File: src/rtl/dm_halt_ctrl_pkg.sv
// Shared debug-module types and constants: hart FSM states, dcsr.cause encodings,
// hartinfo layout and the default park-loop address.
package dm_halt_ctrl_pkg;

  localparam int unsigned CauseW = 3;

  localparam logic [CauseW-1:0] CauseNone       = 3'h0;
  localparam logic [CauseW-1:0] CauseBreakpoint = 3'h1;
  localparam logic [CauseW-1:0] CauseTrigger    = 3'h2;
  localparam logic [CauseW-1:0] CauseRequest    = 3'h3;
  localparam logic [CauseW-1:0] CauseSingleStep = 3'h4;

  localparam logic [63:0] DefaultHaltAddress = 64'h800;

  typedef enum logic [2:0] {
    HartRunning    = 3'd0,
    HartHaltPend   = 3'd1,
    HartHalted     = 3'd2,
    HartResumePend = 3'd3,
    HartStepping   = 3'd4
  } hart_state_e;

  typedef struct packed {
    logic [7:0]  zero1;
    logic [3:0]  nscratch;
    logic [2:0]  zero0;
    logic        dataaccess;
    logic [3:0]  datasize;
    logic [11:0] dataaddr;
  } hartinfo_t;

  // Trigger outranks breakpoint, which outranks an external halt request.
  function automatic logic [CauseW-1:0] halt_cause(input logic trigger, input logic breakpoint);
    if (trigger)         return CauseTrigger;
    else if (breakpoint) return CauseBreakpoint;
    else                 return CauseRequest;
  endfunction

  function automatic logic [63:0] resume_addr(input logic [63:0] halt_addr);
    return halt_addr + 64'd4;
  endfunction

endpackage

File: src/rtl/dm_halt_ctrl_if.sv
// Per-hart halt/resume handshake bundle between the debug module and its harts.
interface dm_halt_ctrl_if #(
  parameter int unsigned N = 1
);
  logic [N-1:0]   haltreq;
  logic [N-1:0]   resumereq;
  logic [N-1:0]   step;
  logic [N-1:0]   breakpoint;
  logic [N-1:0]   trigger;
  logic [N-1:0]   hart_halted;
  logic [N-1:0]   hart_running;
  logic [N-1:0]   debug_req;
  logic [N-1:0]   resume;
  logic [N-1:0]   halted;
  logic [N-1:0]   resumeack;
  logic [3*N-1:0] cause;

  modport master (
    output haltreq, resumereq, step, breakpoint, trigger, hart_halted, hart_running,
    input  debug_req, resume, halted, resumeack, cause
  );

  modport slave (
    input  haltreq, resumereq, step, breakpoint, trigger, hart_halted, hart_running,
    output debug_req, resume, halted, resumeack, cause
  );
endinterface

File: src/rtl/dm_hart_fsm.sv
// Halt/resume/step state machine for a single hart; all outputs are registered.
module dm_hart_fsm
  import dm_halt_ctrl_pkg::*;
(
  input  logic           clk,
  input  logic           rst,
  dm_halt_ctrl_if.slave  bus
);

  hart_state_e state;

  always_ff @(posedge clk) begin
    if (rst) begin
      state         <= HartRunning;
      bus.debug_req <= 1'b0;
      bus.resume    <= 1'b0;
      bus.halted    <= 1'b0;
      bus.resumeack <= 1'b0;
      bus.cause     <= CauseNone;
    end else begin
      bus.resume <= 1'b0;
      unique case (state)
        HartRunning: begin
          // An unsolicited park report skips the pending phase entirely.
          if (bus.hart_halted[0]) begin
            state      <= HartHalted;
            bus.halted <= 1'b1;
            bus.cause  <= bus.breakpoint[0] ? CauseBreakpoint : CauseRequest;
          end else if (bus.trigger[0] || bus.breakpoint[0] || bus.haltreq[0]) begin
            state         <= HartHaltPend;
            bus.cause     <= halt_cause(bus.trigger[0], bus.breakpoint[0]);
            bus.debug_req <= !bus.trigger[0] && !bus.breakpoint[0];
          end
        end
        HartHaltPend: begin
          if (bus.hart_halted[0]) begin
            state         <= HartHalted;
            bus.halted    <= 1'b1;
            bus.debug_req <= 1'b0;
          end
        end
        HartHalted: begin
          // A still-asserted halt request blocks the resume.
          if (bus.resumereq[0] && !bus.haltreq[0]) begin
            state         <= HartResumePend;
            bus.halted    <= 1'b0;
            bus.resume    <= 1'b1;
            bus.resumeack <= 1'b0;
          end
        end
        HartResumePend: begin
          if (bus.hart_running[0]) begin
            state         <= bus.step[0] ? HartStepping : HartRunning;
            bus.resumeack <= 1'b1;
          end
        end
        HartStepping: begin
          // Halt requests are left to the step halt; no debug_req here.
          if (bus.hart_halted[0]) begin
            state      <= HartHalted;
            bus.halted <= 1'b1;
            bus.cause  <= bus.trigger[0] ? CauseTrigger : CauseSingleStep;
          end
        end
        default: begin
          state         <= HartRunning;
          bus.debug_req <= 1'b0;
          bus.halted    <= 1'b0;
        end
      endcase
    end
  end

endmodule

File: src/rtl/dm_halt_ctrl.sv
// Debug-module halt controller: one dm_hart_fsm per hart plus halt summaries and hartinfo.
module dm_halt_ctrl
  import dm_halt_ctrl_pkg::*;
#(
  parameter int unsigned NrHarts     = 1,
  parameter logic [3:0]  DataCount   = 4'h2,
  parameter logic [11:0] DataAddr    = 12'h380,
  parameter logic [63:0] HaltAddress = DefaultHaltAddress
) (
  input  logic                   clk_i,
  input  logic                   rst_i,
  input  logic [NrHarts-1:0]     haltreq_i,
  input  logic [NrHarts-1:0]     resumereq_i,
  input  logic [NrHarts-1:0]     step_i,
  input  logic [NrHarts-1:0]     breakpoint_i,
  input  logic [NrHarts-1:0]     trigger_i,
  input  logic [NrHarts-1:0]     halted_i,
  input  logic [NrHarts-1:0]     running_i,
  output logic [NrHarts-1:0]     debug_req_o,
  output logic [NrHarts-1:0]     resume_o,
  output logic [NrHarts-1:0]     halted_o,
  output logic [NrHarts-1:0]     resumeack_o,
  output logic [3*NrHarts-1:0]   cause_o,
  output logic                   anyhalted_o,
  output logic                   allhalted_o,
  output logic [31:0]            hartinfo_o
);

  // Elaboration-time parameter sanity checks.
  if (NrHarts < 1 || NrHarts > 32) begin : g_bad_nrharts
    $error("dm_halt_ctrl: NrHarts out of range");
  end
  if (DataCount < 4'd1 || DataCount > 4'd12) begin : g_bad_datacount
    $error("dm_halt_ctrl: DataCount out of range");
  end
  if (HaltAddress[1:0] != 2'b00) begin : g_bad_haltaddr
    $error("dm_halt_ctrl: HaltAddress must be word aligned");
  end

  for (genvar h = 0; h < NrHarts; h++) begin : g_hart
    dm_halt_ctrl_if #(.N(1)) hart_if ();

    assign hart_if.haltreq      = haltreq_i[h];
    assign hart_if.resumereq    = resumereq_i[h];
    assign hart_if.step         = step_i[h];
    assign hart_if.breakpoint   = breakpoint_i[h];
    assign hart_if.trigger      = trigger_i[h];
    assign hart_if.hart_halted  = halted_i[h];
    assign hart_if.hart_running = running_i[h];

    dm_hart_fsm u_fsm (
      .clk (clk_i),
      .rst (rst_i),
      .bus (hart_if.slave)
    );

    assign debug_req_o[h]       = hart_if.debug_req;
    assign resume_o[h]          = hart_if.resume;
    assign halted_o[h]          = hart_if.halted;
    assign resumeack_o[h]       = hart_if.resumeack;
    assign cause_o[3*h +: 3]    = hart_if.cause;
  end

  assign anyhalted_o = |halted_o;
  assign allhalted_o = &halted_o;

  hartinfo_t hartinfo;
  always_comb begin
    hartinfo            = '0;
    hartinfo.nscratch   = 4'd2;
    hartinfo.dataaccess = 1'b1;
    hartinfo.datasize   = DataCount;
    hartinfo.dataaddr   = DataAddr;
  end
  assign hartinfo_o = hartinfo;

endmodule

File: config.mk
export PLATFORM = sky130hd
export DESIGN_NAME = dm_halt_ctrl
export DESIGN_NICKNAME = d
export VERILOG_FILES = /design/src/rtl/dm_halt_ctrl_pkg.sv /design/src/rtl/dm_halt_ctrl_if.sv /design/src/rtl/dm_hart_fsm.sv /design/src/rtl/dm_halt_ctrl.sv
export SDC_FILE = /design/constraint.sdc
export NUM_CORES = 1
export LEC_CHECK = 0
export CAP_MARGIN = 20
export CELL_PAD_IN_SITES_DETAIL_PLACEMENT = 1
export CELL_PAD_IN_SITES_GLOBAL_PLACEMENT = 2
export CORE_ASPECT_RATIO = 1.25
export CORE_MARGIN = 4
export CORE_UTILIZATION = 18
export DETAILED_ROUTE_END_ITERATION = 10
export PLACE_DENSITY = 0.87
export SYNTH_ARGS = -nofsm -noshare
export SYNTH_HDL_FRONTEND = slang
export SYNTH_SLANG_ARGS = --single-unit
File: constraint.sdc
create_clock -name clk_i -period 1.4 [get_ports clk_i]
set_input_delay 0.21 -clock clk_i [delete_from_list [all_inputs] [get_ports clk_i]]
set_output_delay 0.21 -clock clk_i [all_outputs]
set_load 0.03 [all_outputs]
==> metrics.yaml, run 1 <==
io_pins: 50
synthAdderAreaFrac_pct: 0
worstPathRequired_ns: 1.50
arrival_ns: 1.37
path_class: "in2reg"
die_h_um: 82.6
muxShareOfSynthArea_pct: 2.50
start_util_pct: 19.1
gr-usage-all-layers_pct: 7.47
fillers: 529
grt_pass1_vias: 710
hold_viol: 0
cts_setup_buffers: 0
numPortBuffers: 17
slew_viol_final: 0
clock_power_share_pct: 35.2
synthCells: 101
synthToLayoutAreaGrowth_pct: 23.9
insertion_delay_ns: 0.23
routed-via-count: 666
ys_seq_area_share_pct: 25.0
timing.final.crit_share_pct: 90.7
cts_buffer_depth: 2
core_um2: 4200
power_frac_seq_pct: 32.4
ir_worst_vdd_mv: 0.248
antenna_cells: 0
worstHoldPathType: "reg2reg"
drt_iter0_markers: 15
nNetsFinal: 133
cts_root_buf: "clkbuf_8"
yosys_warnings: 0
synth_top_family_by_area: "buffers and inverters"
ys_seq_elements: 10
power.density_nw_per_um2: 1040
post-route-util_pct: 23.7
power.internal_mw: 0.656
drc: 0
path_max_fanout: 3
cp-start-kind: "input port"
cts_buffers: 3
fmax_mhz: 787
hpwl_um: 1480
yosys.area_share.simple_pct: 19.3
drtPass1Iterations: 2
drv_cap: 0
cts.sinks: 10
routed_wl_um: 1930
setup_viol: 0
avgSynthCellArea_um2: 7.94
p_sw_mw: 0.374
rsz0062_at_grt: "no"
die_w_um: 67.7
netlist_area_um2: 802
clock_skew_ns: 0.000763
grt_overflow: 0
antenna_found_initial: 0
htreeDepth: 1
synth_ff_type: "dfxtp_1"
finish.instance_area_um2: 993
yosys.area.top_type: "buf_4"
grt_pass1_wl_um: 3090
synth_top_area_share_pct: 32.8
status: "complete, no violations"
routedWlPerCell_um: 10.8
combPwrFrac_pct: 32.5
gp_congestion: 0.705
p_sw_share_pct: 36.3
fin_crit_ns: 1.27
placed_cell_area_um2: 947
hold_buffers: 0
detail-route-antenna-nets: 0
path_clk_slew_ns: 0.05
synth_cell_types: 29
synth-edff-count: 0
p_leak_nw: 0.464
end_kind: "register"
synth_xor_area_share_pct: 0
drive_gt1_share_pct: 15.4
synth_compound_area_share_pct: 17.0
yosys-top-cells-area: "buf_4, dfxtp_1, a21oi_1"
ys_async_sr_fraction_pct: 0
vias_per_cell: 3.72
cts_tree: "yes"
grt_max_degree: 11
dieArea_um2: 5590
rows: 26
-- repair_timing --
action / 4_1_cts / 5_1_grt
pin swaps: 1 / 2
gates resized for setup: 11 / 3
setup endpoints to repair: 12 / 4
-- area by class of cell --
| class | count | area, um2 | share of cell area, % |
|---|---|---|---|
| well taps | 56 | 70.1 | 7.05 |
| clock buffers | 4 | 55.1 | 5.54 |
| inverters | 2 | 7.51 | 0.756 |
| repair buffers | 26 | 224 | 22.5 |
| multi-input cells | 81 | 434 | 43.7 |
| flip-flops and latches | 10 | 203 | 20.4 |
-- synthesized netlist by cell type, types with 2 or more instances --
library cell / number
a211oi_1: 2
a21o_1: 2
a21oi_1: 7
buf_4: 35
conb_1: 2
dfxtp_1: 10
mux2i_1: 2
nand2_1: 3
nand2b_1: 4
nor2_1: 8
nor2b_1: 2
nor3_1: 4
nor3b_1: 2
o21ai_0: 3
-- path summary, 6_finish.rpt --
path,cells past startpoint,startpoint,end,slack [ns]
worst max-delay path,6,breakpoint_i,g_hart[0].u_fsm.bus.cause[1],0.13
worst min register to register,2,g_hart[0].u_fsm.bus.cause[2],g_hart[0].u_fsm.bus.cause[2],0.46
worst min-delay path,2,g_hart[0].u_fsm.bus.cause[2],g_hart[0].u_fsm.bus.cause[2],0.46
worst max register to register,3,g_hart[0].u_fsm.state[2],g_hart[0].u_fsm.bus.cause[1],0.16
-- cell usage in the layout, fill, tap and decap left out, drive strengths merged --
cell / count
o21ai: 3
nor3b: 2
mux2i: 2
a211oi: 2
dfxtp: 10
a221oi: 1
buf: 9
nor2: 8
nand2b: 4
nor4: 2
o22ai: 1
a2111oi: 1
o211ai: 1
dlygate4sd2: 11
clkdlybuf4s50: 6
nand3b: 1
nor3: 4
clkbuf: 4
nor2b: 2
a21o: 2
nand4: 1
conb: 32
a31oi: 1
inv: 2
nand2: 3
a21oi: 7
or3b: 1
-- power by group through the flow --
stage               registers [mW]  clock network, mW  logic (mW)
global placement             0.337                  0       0.342
finish                       0.333              0.362       0.334
floorplan                    0.352                  0       0.299
detailed placement           0.337                  0       0.344
global route                 0.338              0.386       0.363
CTS                          0.332              0.375       0.332
-- critical path: stages --
cell and delay (ns):
clkdlybuf4s50_1 0.51, buf_4 0.13, nor2b_1 0.16, a21oi_1 0.05
o21ai_0 0.20, a211oi_1 0.10
-- cell families after synthesis --
logic type | count (synthesis)
AND/OR/NAND/NOR | 28
multiplexers | 2
flip-flops | 10
other | 2
AO/OA/AOI/OAI | 19
buffers and inverters | 40
-- metrics by stage --
step	TNS [ns]	std cells	setup WS [ns]	total power, mW	hold WS (ns)
floorplan	0	131	0.217	0.651	0.379
global placement	-1.47	175	-0.300	0.680	0.464
detailed placement	-1.49	175	-0.327	0.682	0.468
CTS	0	179	0.0215	1.04	0.473
global route	0	179	0.0147	1.09	0.510
finish	0	179	0.130	1.03	0.465
-- routing by layer --
layer / part of all wire (%) / wire length, um / GRT usage [%]
met2: 49 / 937 / 13.5
met1: 40 / 775 / 7.86
met4: 2.1 / 40 / 4.87
met3: 9.2 / 177 / 1.08
met5: 0 / 0 / 0
-- registers in the layout, indices dropped and copies added (netlist names) --
name	cells
g_hart.u_fsm.bus.cause	3
g_hart.u_fsm.state	3
g_hart.u_fsm.bus.debug_req	1
g_hart.u_fsm.bus.halted	1
g_hart.u_fsm.bus.resume	1
g_hart.u_fsm.bus.resumeack	1
Power figures use the tool's default switching activity.
==> run 2: changes to the inputs <==
Settings changed: CORE_MARGIN 4 to 10, TNS_END_PERCENT from default to 10.
==> metrics.yaml, run 2 (same netlist as run 1, synthesis figures left out) <==
worstHoldPathType: "reg2reg"
mostFrequentLayoutCell: "conb_1"
power.density_nw_per_um2: 1040
fillers: 535
antenna_cells: 0
slew_viol_final: 0
routed_wl_um: 2310
hold_end: "g_hart[0].u_fsm.bus.cause[2]"
fin_crit_ns: 1.26
end_kind: "register"
hold_viol: 0
clock_power_share_pct: 35.5
nNetsFinal: 133
rows: 27
slowest_stage: "clkdlybuf4s50_1"
cts_buffer_depth: 2
hold_buffers: 0
antenna_found_initial: 0
synthToLayoutAreaGrowth_pct: 24.0
cts_root_buf: "clkbuf_8"
p_leak_nw: 0.472
reg2reg_depth: 4
pre_cts_slack_ns: -0.262
arrival_ns: 1.37
die_w_um: 79.7
io_pins: 50
die_h_um: 94.6
grt_pass1_vias: 749
p_sw_share_pct: 36.9
htreeDepth: 1
power_frac_seq_pct: 32.1
timing.final.crit_share_pct: 89.8
path_clk_slew_ns: 0.05
drt_iter0_markers: 37
detail-route-antenna-nets: 0
worst_slack_ns: 0.142
drc: 0
vias_per_cell: 3.64
gp_congestion: 0.757
start_util_pct: 18.4
final-seq-area_um2: 201
final_cell_mix: "conb_1, dlygate4sd2_1, dfxtp_1, buf_4, nor2_1"
dieArea_um2: 7540
hold_ws_ns: 0.473
hpwl_um: 1930
core_um2: 4360
worstPathRequired_ns: 1.52
cp-start-kind: "input port"
drive_gt1_share_pct: 13.8
critPathMaxStageDelay_ns: 0.52
r2r-end: "g_hart[0].u_fsm.bus.debug_req"
reg_top3: "g_hart.u_fsm.bus.cause (3), g_hart.u_fsm.state (3)"
whs_path_depth: 2
clock_skew_ns: 0.000502
r2r-start: "g_hart[0].u_fsm.state[1]"
hp-start: "g_hart[0].u_fsm.bus.cause[2]"
rsz0062_at_grt: "no"
reg2reg_setup_slack_ns: 0.14
gr-usage-all-layers_pct: 5.89
p_sw_mw: 0.382
cts_buffers: 3
ir_worst_vdd_mv: 0.195
cts_tree: "yes"
combPwrFrac_pct: 32.3
grt_overflow: 0
drtPass1Iterations: 4
cts.sinks: 10
routed-via-count: 658
fmax_mhz: 795
grt_max_degree: 11
path_max_fanout: 4
power.internal_mw: 0.655
numPortBuffers: 17
path_class: "in2reg"
multi_input_area_um2: 432
status: "complete, no violations"
setup_viol: 0
cts_setup_buffers: 0
critical_path_buf_inv_count: 1
critical-path-top-delay-family: "buffers and inverters"
grt_pass1_wl_um: 3570
drv_cap: 0
worstPathCellList: "clkdlybuf4s50_1, nor4_2, a2111oi_4, mux2i_1, nor2_1"
routedWlPerCell_um: 12.8
insertion_delay_ns: 0.24
==> run 2: worst max path at each step <==
stage,cells after the start,slack (ns),startpoint,end
floorplan,5,0.22,g_hart[0].u_fsm.state[0],g_hart[0].u_fsm.bus.halted
global placement,5,-0.25,halted_i,g_hart[0].u_fsm.bus.cause[0]
detailed placement,5,-0.26,halted_i,g_hart[0].u_fsm.bus.cause[0]
CTS,5,0.01,haltreq_i,g_hart[0].u_fsm.bus.cause[0]
global route,3,0.006,g_hart[0].u_fsm.state[2],g_hart[0].u_fsm.bus.cause[0]
finish,5,0.14,trigger_i,g_hart[0].u_fsm.bus.cause[0]
==> run 2: worst min-delay path, delay by kind of cell, from the launching register on <==
| family | cells | cell delay, ns |
|---|---|---|
| AO/OA/AOI/OAI | 1 | 0.05 |
| AND/OR/NAND/NOR | 1 | 0.06 |
| flip-flops | 1 | 0.31 |
==> run 2: layout make-up <==
type | count | share of cell area, %
inverter | 2 | 0.755
timing repair buffer | 26 | 22.8
multi-input combinational | 81 | 43.4
tap | 58 | 7.30
sequential | 10 | 20.3
clock buffer | 4 | 5.53
==> run 2: power groups by stage <==
stage / registers, mW / logic (mW) / clock network [mW]
final: 0.333 / 0.335 / 0.368
after global routing: 0.337 / 0.364 / 0.390
after CTS: 0.333 / 0.333 / 0.373
after detailed placement: 0.340 / 0.347 / 0
after global placement: 0.338 / 0.343 / 0
after floorplan: 0.352 / 0.299 / 0
==> run 2: metrics by stage <==
step           utilization (%)  power (mW)  setup TNS, ns  cell area, um2  cells
2_1_floorplan                -       0.651              0             915    131
3_3_place_gp              21.8       0.682          -1.28             950    177
3_5_place_dp              21.8       0.686          -1.40             950    177
4_1_cts                   22.7        1.04              0             991    181
5_1_grt                   22.8        1.09              0             995    181
6_report                  22.8        1.04              0             995    181
==> run 2: per-layer routing <==
layer	wire (um)	track usage, %	share of wire [%]	up-vias
li1	-	-	-	318
met1	899	5.68	39	297
met2	1170	10.7	51	40
met3	214	2.28	9.3	3
met4	24	2.69	1.0	0
met5	0	0	0	-
==> run 2: timing repair <==
action                                  CTS  global route
pin swaps                                 1             1
endpoints found under the hold margin     0             0
gates resized for setup                  11             2
endpoints found under the setup margin   11             4
==> run 3: changes to the inputs <==
Settings changed: GPL_ROUTABILITY_DRIVEN from default to 0, SKIP_LAST_GASP from default to 1.
==> metrics.yaml, run 3 (same netlist as run 1, synthesis figures left out) <==
post-route-util_pct: 23.1
ir_worst_vdd_mv: 0.193
insertion_delay_ns: 0.24
power.density_nw_per_um2: 1040
detail-route-antenna-nets: 0
path_clk_slew_ns: 0.05
die_h_um: 94.6
arrival_ns: 1.29
power_frac_seq_pct: 31.8
antenna_cells: 0
rows: 27
numPortBuffers: 17
power_mw: 1.05
clock_skew_ns: 0.000673
routed-via-count: 656
instances_no_fill: 181
grt_pass1_vias: 745
critPathMaxStageDelay_ns: 0.69
cts_buffer_depth: 2
hpwl_um: 1930
fin_crit_ns: 1.50
drc: 0
cts_root_buf: "clkbuf_8"
grt_overflow: 0
p_leak_nw: 0.443
io_pins: 50
clock_power_share_pct: 35.0
cts_buffers: 3
drtPass1Iterations: 3
cts.sinks: 10
combPwrFrac_pct: 33.2
cp-start-kind: "register"
dieArea_um2: 7540
rsz0062_at_grt: "yes"
worstPathCellList: "clkdlybuf4s50_1"
start_util_pct: 18.4
worst_slack_ns: -0.0998
hold_buffers: 0
status: "complete, but fails checks"
drive_gt1_share_pct: 13.0
path_max_fanout: 3
fmax_mhz: 667
tns_ns: -0.477
p_sw_mw: 0.381
nNetsFinal: 133
drt_iter0_markers: 22
p_sw_share_pct: 36.4
pre_cts_slack_ns: -0.262
power.internal_mw: 0.666
critical-path-top-delay-family: "buffers and inverters"
timing.final.crit_share_pct: 107
post-place-cells: 177
routedWlPerCell_um: 12.7
vias_per_cell: 3.62
antenna_found_initial: 0
grt_max_degree: 11
slew_viol_final: 0
worstHoldPathType: "reg2reg"
gr-usage-all-layers_pct: 5.89
worstPathRequired_ns: 1.19
slowest_stage: "clkdlybuf4s50_1"
reg_top3: "g_hart.u_fsm.bus.cause (3), g_hart.u_fsm.state (3)"
critical_path_buf_inv_count: 1
setup_viol: 8
cts_setup_buffers: 0
die_w_um: 79.7
violations: "negative setup slack"
cts_tree: "yes"
mostFrequentLayoutCell: "conb_1"
end_kind: "output pin"
routed_wl_um: 2300
grt_pass1_wl_um: 3570
drv_cap: 0
synthToLayoutAreaGrowth_pct: 25.4
hold_viol: 0
core_um2: 4360
path_class: "reg2out"
htreeDepth: 1
final_cell_mix: "conb_1, clkdlybuf4s50_1, dfxtp_1"
[run 3: path summary, 6_finish.rpt]
check / slack (ns) / from / to / cells past startpoint
min reg2reg: 0.48 / g_hart[0].u_fsm.bus.cause[2] / g_hart[0].u_fsm.bus.cause[2] / 2
min: 0.48 / g_hart[0].u_fsm.bus.cause[2] / g_hart[0].u_fsm.bus.cause[2] / 2
max: -0.1 / g_hart[0].u_fsm.bus.debug_req / debug_req_o / 1
max reg2reg: 0.10 / g_hart[0].u_fsm.state[0] / g_hart[0].u_fsm.bus.halted / 4
[run 3: area by class of cell]
cell class,instances,area (um2)
fill,526,3350
multi-input combinational,81,432
timing repair buffer,26,239
sequential,10,200
tap,58,72.6
clock buffer,4,55.1
inverter,2,7.51
[run 3: power by group through the flow]
stage / Clock, mW / Combinational (mW) / Sequential, mW
floorplan: 0 / 0.299 / 0.352
global placement: 0 / 0.343 / 0.338
detailed placement: 0 / 0.347 / 0.340
CTS: 0.373 / 0.346 / 0.334
global route: 0.391 / 0.376 / 0.337
finish: 0.367 / 0.347 / 0.333
[run 3: metal layers]
layer	part of all wire, %	global-route usage [%]	vias up
met1	39	5.68	295
met4	1.0	2.69	0
met5	0	0	-
li1	-	-	318
met2	51	10.7	40
met3	8.9	2.28	3
[run 3: timing repair]
| item | in CTS | in global routing |
|---|---|---|
| setup endpoints to repair | 11 | 14 |
| gates resized for setup | 1 | 1 |
| pin swaps | 0 | 1 |
[run 3: through the flow]
step | instance area [um2] | hold slack, ns
2_1_floorplan | 915 | 0.379
3_3_place_gp | 950 | 0.471
3_5_place_dp | 950 | 0.473
4_1_cts | 1000 | 0.480
5_1_grt | 1010 | 0.506
6_report | 1010 | 0.476
